<file path="config.mk">
export PLATFORM = sky130hd
export DESIGN_NAME = bcd_seq_conv_flat
export DESIGN_NICKNAME = d
export VERILOG_FILES = /design/src/rtl/bcd_seq_conv_if.sv /design/src/rtl/bcd_seq_conv.sv /design/src/flat_wrapper.sv
export SDC_FILE = /design/constraint.sdc
export NUM_CORES = 1
export LEC_CHECK = 0
export ABC_AREA = 1
export BUFFER_PORTS_ARGS = -buffer_cell sky130_fd_sc_hd__clkbuf_2
export CORE_ASPECT_RATIO = 0.75
export CORE_MARGIN = 3
export CORE_UTILIZATION = 25
export DETAILED_ROUTE_END_ITERATION = 8
export GPL_TIMING_DRIVEN = 0
export SLEW_MARGIN = 25
export SYNTH_ARGS = -nofsm -noshare
export SYNTH_HDL_FRONTEND = slang
export SYNTH_SLANG_ARGS = --single-unit
</file>
<file path="constraint.sdc">
create_clock -name clk -period 1.6 [get_ports clk]
set_input_delay 0.08 -clock clk [delete_from_list [all_inputs] [get_ports clk]]
set_output_delay 0.08 -clock clk [all_outputs]
set_load 0.05 [all_outputs]
</file>
<file path="src/rtl/bcd_seq_conv_if.sv">
// ----------------------------------------------------------------------------
// bcd_seq_conv_if
//
// Handshake and result bundle for the sequential binary-to-BCD converter.
//
// Parameters:
//   BIN_W  - width of the binary operand
//   DIGITS - number of BCD result digits
//
// Signals:
//   start - request a conversion of bin (sampled only while busy=0)
//   bin   - unsigned binary operand, captured on the accepted-start edge
//   busy  - conversion in progress
//   done  - one-cycle pulse, result outputs newly updated
//   bcd   - packed BCD result, digit k at [4k+3:4k]
//   blank - leading-zero blanking mask for the display drivers
//   ovf   - result exceeded DIGITS digits (bcd holds value mod 10^DIGITS)
//
// Modports:
//   master - requester side (drives start/bin)
//   slave  - converter side (drives busy/done/bcd/blank/ovf)
// ----------------------------------------------------------------------------
interface bcd_seq_conv_if #(
    parameter int BIN_W  = 16,
    parameter int DIGITS = 5
);
    logic                  start;
    logic [BIN_W-1:0]      bin;
    logic                  busy;
    logic                  done;
    logic [4*DIGITS-1:0]   bcd;
    logic [DIGITS-1:0]     blank;
    logic                  ovf;

    modport master (
        output start, bin,
        input  busy, done, bcd, blank, ovf
    );

    modport slave (
        input  start, bin,
        output busy, done, bcd, blank, ovf
    );
endinterface

</file>
<file path="src/rtl/bcd_seq_conv.sv">
// ----------------------------------------------------------------------------
// bcd_seq_conv
//
// Iterative binary-to-BCD converter (shift-and-add-3 / double dabble).
// One operand bit is consumed per clock, so a conversion takes BIN_W SHIFT
// cycles followed by a single DONE cycle. A start seen in DONE is accepted
// directly, giving back-to-back conversions every BIN_W+1 cycles.
//
// Besides the BCD digits, the block produces a leading-zero blanking mask and
// a sticky overflow flag raised whenever a set bit is shifted out of the most
// significant digit.
//
// Parameters:
//   BIN_W  - operand width, 1..32
//   DIGITS - result digits; digits beyond what BIN_W needs read as 0
//
// Ports:
//   clk   - clock, all state updates on the rising edge
//   rst_n - asynchronous active-low reset
//   bus   - bcd_seq_conv_if.slave (start/bin in; busy/done/bcd/blank/ovf out)
// ----------------------------------------------------------------------------
module bcd_seq_conv #(
    parameter int BIN_W  = 16,
    parameter int DIGITS = 5
) (
    input  logic          clk,
    input  logic          rst_n,
    bcd_seq_conv_if.slave bus
);

    localparam int                CNT_W     = $clog2(BIN_W + 1);
    localparam int                BCD_W     = 4 * DIGITS;
    localparam logic [CNT_W-1:0]  CNT_LOAD  = CNT_W'(BIN_W);
    // Zero result: every digit above digit 0 is blanked.
    localparam logic [DIGITS-1:0] BLANK_RST = {DIGITS{1'b1}} << 1;

    typedef enum logic [1:0] {
        IDLE  = 2'd0,
        SHIFT = 2'd1,
        DONE  = 2'd2
    } state_t;

    state_t             state;
    state_t             state_nxt;

    logic [CNT_W-1:0]   cnt;
    logic [BIN_W-1:0]   opnd;
    logic [BCD_W-1:0]   scratch;
    logic               sticky;

    logic [BCD_W-1:0]   bcd_q;
    logic [DIGITS-1:0]  blank_q;
    logic               ovf_q;

    logic               accept;
    logic               step;
    logic               last;

    logic [BCD_W-1:0]   adj;
    logic [BCD_W-1:0]   scratch_nxt;
    logic [BIN_W-1:0]   opnd_nxt;
    logic               carry_out;
    logic               sticky_nxt;

    // Add 3 to every digit that is 5 or more, independently per nibble, so
    // that the following left shift carries correctly into the next digit.
    function automatic logic [BCD_W-1:0] add3_digits(input logic [BCD_W-1:0] s);
        logic [BCD_W-1:0] r;
        logic [3:0]       d;
        r = s;
        for (int k = 0; k < DIGITS; k++) begin
            d = s[4*k +: 4];
            if (d >= 4'd5) begin
                r[4*k +: 4] = d + 4'd3;
            end
        end
        return r;
    endfunction

    // blank[k] is set when digit k and all digits above it are zero.
    // Digit 0 is never blanked so a zero result still shows one '0'.
    function automatic logic [DIGITS-1:0] blank_mask(input logic [BCD_W-1:0] v);
        logic [DIGITS-1:0] m;
        logic              zero_above;
        m          = '0;
        zero_above = 1'b1;
        for (int k = DIGITS - 1; k >= 1; k--) begin
            zero_above = zero_above & (v[4*k +: 4] == 4'd0);
            m[k]       = zero_above;
        end
        return m;
    endfunction

    // One double-dabble step: adjust, then shift {scratch, opnd} left by one.
    // The bit leaving the top digit is what feeds the sticky overflow.
    assign adj         = add3_digits(scratch);
    assign scratch_nxt = {adj[BCD_W-2:0], opnd[BIN_W-1]};
    assign carry_out   = adj[BCD_W-1];
    assign opnd_nxt    = opnd << 1;
    assign sticky_nxt  = sticky | carry_out;
    assign last        = (cnt == CNT_W'(1));

    // State register
    always_ff @(posedge clk or negedge rst_n) begin
        if (!rst_n) begin
            state <= IDLE;
        end else begin
            state <= state_nxt;
        end
    end

    // Next-state and control decode
    always_comb begin
        state_nxt = state;
        accept    = 1'b0;
        step      = 1'b0;
        unique case (state)
            IDLE: begin
                if (bus.start) begin
                    accept    = 1'b1;
                    state_nxt = SHIFT;
                end
            end
            SHIFT: begin
                step = 1'b1;
                if (last) begin
                    state_nxt = DONE;
                end
            end
            DONE: begin
                if (bus.start) begin
                    accept    = 1'b1;
                    state_nxt = SHIFT;
                end else begin
                    state_nxt = IDLE;
                end
            end
            default: begin
                state_nxt = IDLE;
            end
        endcase
    end

    // Operand/scratch datapath and registered results. Results only move on
    // the final shift, so they hold steady through the whole SHIFT phase.
    always_ff @(posedge clk or negedge rst_n) begin
        if (!rst_n) begin
            cnt     <= '0;
            opnd    <= '0;
            scratch <= '0;
            sticky  <= 1'b0;
            bcd_q   <= '0;
            blank_q <= BLANK_RST;
            ovf_q   <= 1'b0;
        end else if (accept) begin
            cnt     <= CNT_LOAD;
            opnd    <= bus.bin;
            scratch <= '0;
            sticky  <= 1'b0;
        end else if (step) begin
            cnt     <= cnt - CNT_W'(1);
            opnd    <= opnd_nxt;
            scratch <= scratch_nxt;
            sticky  <= sticky_nxt;
            if (last) begin
                bcd_q   <= scratch_nxt;
                blank_q <= blank_mask(scratch_nxt);
                ovf_q   <= sticky_nxt;
            end
        end
    end

    assign bus.busy  = (state == SHIFT);
    assign bus.done  = (state == DONE);
    assign bus.bcd   = bcd_q;
    assign bus.blank = blank_q;
    assign bus.ovf   = ovf_q;

endmodule
</file>
<file path="src/flat_wrapper.sv">
// flat-port wrapper written by rule: the top's interface ports become plain ports
module bcd_seq_conv_flat 
#(
    parameter int BIN_W  = 16,
    parameter int DIGITS = 5
)
  (clk, rst_n, bus_start, bus_bin, bus_busy, bus_done, bus_bcd, bus_blank, bus_ovf);
  bcd_seq_conv_if #(.BIN_W(BIN_W), .DIGITS(DIGITS)) bus_i ();
  input  logic clk;
  input  logic rst_n;
  input wire logic [$bits(bus_i.start)-1:0] bus_start;
  input wire logic [$bits(bus_i.bin)-1:0] bus_bin;
  output wire logic [$bits(bus_i.busy)-1:0] bus_busy;
  output wire logic [$bits(bus_i.done)-1:0] bus_done;
  output wire logic [$bits(bus_i.bcd)-1:0] bus_bcd;
  output wire logic [$bits(bus_i.blank)-1:0] bus_blank;
  output wire logic [$bits(bus_i.ovf)-1:0] bus_ovf;
  assign bus_i.start = bus_start;
  assign bus_i.bin = bus_bin;
  assign bus_busy = bus_i.busy;
  assign bus_done = bus_i.done;
  assign bus_bcd = bus_i.bcd;
  assign bus_blank = bus_i.blank;
  assign bus_ovf = bus_i.ovf;
  bcd_seq_conv #(.BIN_W(BIN_W), .DIGITS(DIGITS)) u_core (.clk(clk), .rst_n(rst_n), .bus(bus_i));
endmodule
</file>
==> reports/metrics.yaml <==
clock_tree:
  insertion_delay_ns: 0.33
  cts_buffers: 9
  h-tree-depth: 3
  cts_root_buf: "clkbuf_16"
  cts_tree: "done"
  clockBufferDepth: 2
  cts_sinks: 69
  clkTransAtPathRegs_ns: 0.06
setup_path:
  crit_arrival_ns: 1.85
  cp-end-kind: "register"
  r2r_slack_ns: 0.02
  r2r-start: "u_core.scratch[13]$_DFFE_PN0P_"
  critPathTopFamily: "simple AND/OR/NAND/NOR gates"
  reg2reg_depth: 13
  startpoint: "u_core.scratch[13]$_DFFE_PN0P_"
  critPathMostFrequentCell: "nand2_1"
  slowest_stage: "dfrtp_1"
  path_cells: "inv_2, ha_2, inv_2, nand2_1, nand2_2, nand2_1, nand2_1, nand2_2, nor2_4, nand2_2, nor2_4, nand3_1, nand2_1"
  slowest_delay_ns: 0.38
  worst_setup_path_start_kind: "register"
  critPathRequiredTime_ns: 1.87
  critPathKind: "register to register"
  cp_max_fo: 3
  cp.depth: 13
  path_buf_inv: 2
synth:
  synth.avg_cell_area_sq_um: 9.03
  ys_ff_latch: 69
  synth_cells: 370
  syn_area_sq_um: 3340
  ys_seq_area_frac: 0.518
  yosys_warnings: 0
  ys_types: 35
  syn_nets: 401
power_and_ir_drop:
  combPwrFrac: 0.538
  p_leak_nw: 2.15
  p_per_area_nw_per_um2: 2330
  vdd_drop_max_v: 0.00114
  p_int_mw: 5.55
  power.share.switching: 0.466
  p_sw_mw: 4.85
  p_seq_frac: 0.286
  power_frac_clock: 0.176
placed_design:
  post-place-cells: 582
  routabilityCongestion: 0.833
  place_hpwl_microns: 5710
  portBuffers: 45
  placed_area_sq_um: 3800
cells_and_area:
  area_growth_pct: 33.5
  multi_input_area_sq_um: 1420
  nNetsFinal: 488
  final_layout_size_suffix_gt1_frac: 0.328
  antennaDiodeCount: 0
  fillers: 1282
  layout_commonest_cell: "nand2_1"
  seqCellArea_sq_um: 1730
  layout_common_cells: "nand2_1 (81), dfrtp_1 (64), clkbuf_2 (45)"
  final_cell_area_sq_um: 4460
  final_cells: 627
routing:
  via_per_inst: 4.59
  drc_errors: 0
  avgRoutedWirePerCell_microns: 13.4
  drt_iter0_markers: 84
  num_vias: 2880
  firstDrtPassIters: 4
  drtAntennaViolNets: 0
  drt-total-wl_microns: 8410
run_status:
  status: "finished, final reports clean"
worst_hold_path:
  hold_start: "bus_start"
  hold_depth: 4
  hold_path_class: "input port to register"
grt:
  grt_pass1_wl_microns: 13700
  grt_util_all_layers: 0.115
  grt_max_degree: 37
  grt-ovfl-total: 0
  antenna_found_initial: 0
  grt_pass1_vias: 2840
timing:
  slew_viol_final: 0
  hold_ws_ns: 0.140
  finalHoldViolCount: 0
  clock.fmax_mhz: 633
  setup_viol: 0
  post-route-period-util: 0.987
  clock_skew_ns: 0.00750
  rsz0062_at_grt: "true"
  period_needed_ns: 1.58
floorplan:
  die_w_microns: 140
  rows: 35
  die_h_microns: 106
  die_area_sq_um: 14800
  io_pins: 47
  initial_core_util: 0.264
  core_area_sq_um: 12700
job:
  drv_cap: 0
==> logic make-up (layout without fill, tap and decap cells) <==
| logic type | after synthesis | count (layout) | share of synthesized area |
|---|---|---|---|
| AND/OR/NAND/NOR | 128 | 128 | 0.172 |
| AO/OA/AOI/OAI | 82 | 82 | 0.153 |
| buffers and inverters | 73 | 164 | 0.0928 |
| flip-flops | 69 | 69 | 0.518 |
| adder cells (fa/ha/maj) | 12 | 12 | 0.0449 |
| XOR/XNOR | 5 | 5 | 0.0176 |
| other | 1 | 1 | 0.00112 |
==> Yosys cell counts (all sizes together) <==
library cell	count	area [sq um]
o21a	2	15.0
nand3	9	45.0
o221ai	15	131
nor2	18	119
a21boi	1	7.51
or2	3	18.8
dfstp	4	105
and2	1	6.26
conb	1	3.75
clkinv	2	7.51
o21ai	32	160
o22ai	21	131
clkbuf	2	7.51
inv	57	214
nand4	2	27.5
xor2	5	58.8
a21oi	7	35.0
buf	12	81.3
ha	12	150
o211ai	2	15.0
o31ai	1	7.51
dfrtp	65	1630
nand2	95	359
a41oi	1	8.76
==> registers in the layout (all words and copies together), names as in the netlist <==
| signal | count |
|---|---|
| u_core.opnd | 16 |
| u_core.sticky | 1 |
| u_core.bus.ovf | 1 |
| u_core.bus.blank | 4 |
| u_core.state | 2 |
| u_core.bus.bcd | 20 |
| u_core.cnt | 5 |
| u_core.scratch | 20 |
==> worst min-delay path: stages <==
cell and delay (ns):
clkbuf_2 0.08, nand2_1 0.12, nand2_1 0.08, a21boi_0 0.07
==> routing by layer <==
layer | up-vias | GRT usage | part of all wire
li1 | 1380 | - | -
met1 | 1416 | 0.142 | 0.45
met2 | 68 | 0.187 | 0.47
met3 | 16 | 0.0400 | 0.052
met4 | 0 | 0.0426 | 0.022
met5 | - | 0 | 0
==> power by group through the flow <==
stage          registers (mW)  clock network (mW)  logic (mW)
3_5_place_dp             2.99                   0        4.82
4_1_cts                  2.96                1.89        5.09
6_report                 2.97                1.83        5.59
5_1_grt                  3.07                1.97        6.16
2_1_floorplan            3.74                   0        2.87
3_3_place_gp             2.96                   0        4.69
==> per-stage QoR <==
step	setup slack (ns)	total power [mW]	TNS (ns)	utilization
floorplan	0.179	6.61	0	-
global placement	-0.104	7.64	-6.42	0.298
detailed placement	-0.0566	7.81	-0.122	0.300
CTS	0.00179	9.95	0	0.342
global route	-0.0711	11.2	-0.204	0.352
finish	0.0206	10.4	0	0.352
==> timing repair <==
action,CTS,global route
buffers inserted,7,6
resized for setup,11,33
hold endpoints to repair,47,0
setup endpoints to repair,3,17
pin swaps,2,7
cloned,0,0
hold buffers,17,0
==> layout make-up <==
type,instances,share of cell area
Clock inverter,3,0.00477
Inverter,59,0.0496
Buffer,14,0.0202
Sequential cell,69,0.388
Timing Repair Buffer,76,0.116
Tap cell,166,0.0466
Clock buffer,12,0.0575
Multi-Input combinational cell,228,0.317
==> final timing paths <==
kind	endpoint
worst max-delay path	u_core.bus.blank[1]$_DFFE_PN1P_
worst min-delay path	u_core.sticky$_DFFE_PN0P_
worst max register to register	u_core.bus.blank[1]$_DFFE_PN1P_
worst min register to register	u_core.bus.blank[2]$_DFFE_PN1P_
max in group asynchronous	u_core.bus.blank[2]$_DFFE_PN1P_
min in group asynchronous	u_core.opnd[10]$_DFFE_PN0P_
No activity file was read; power rests on OpenSTA's default activity.
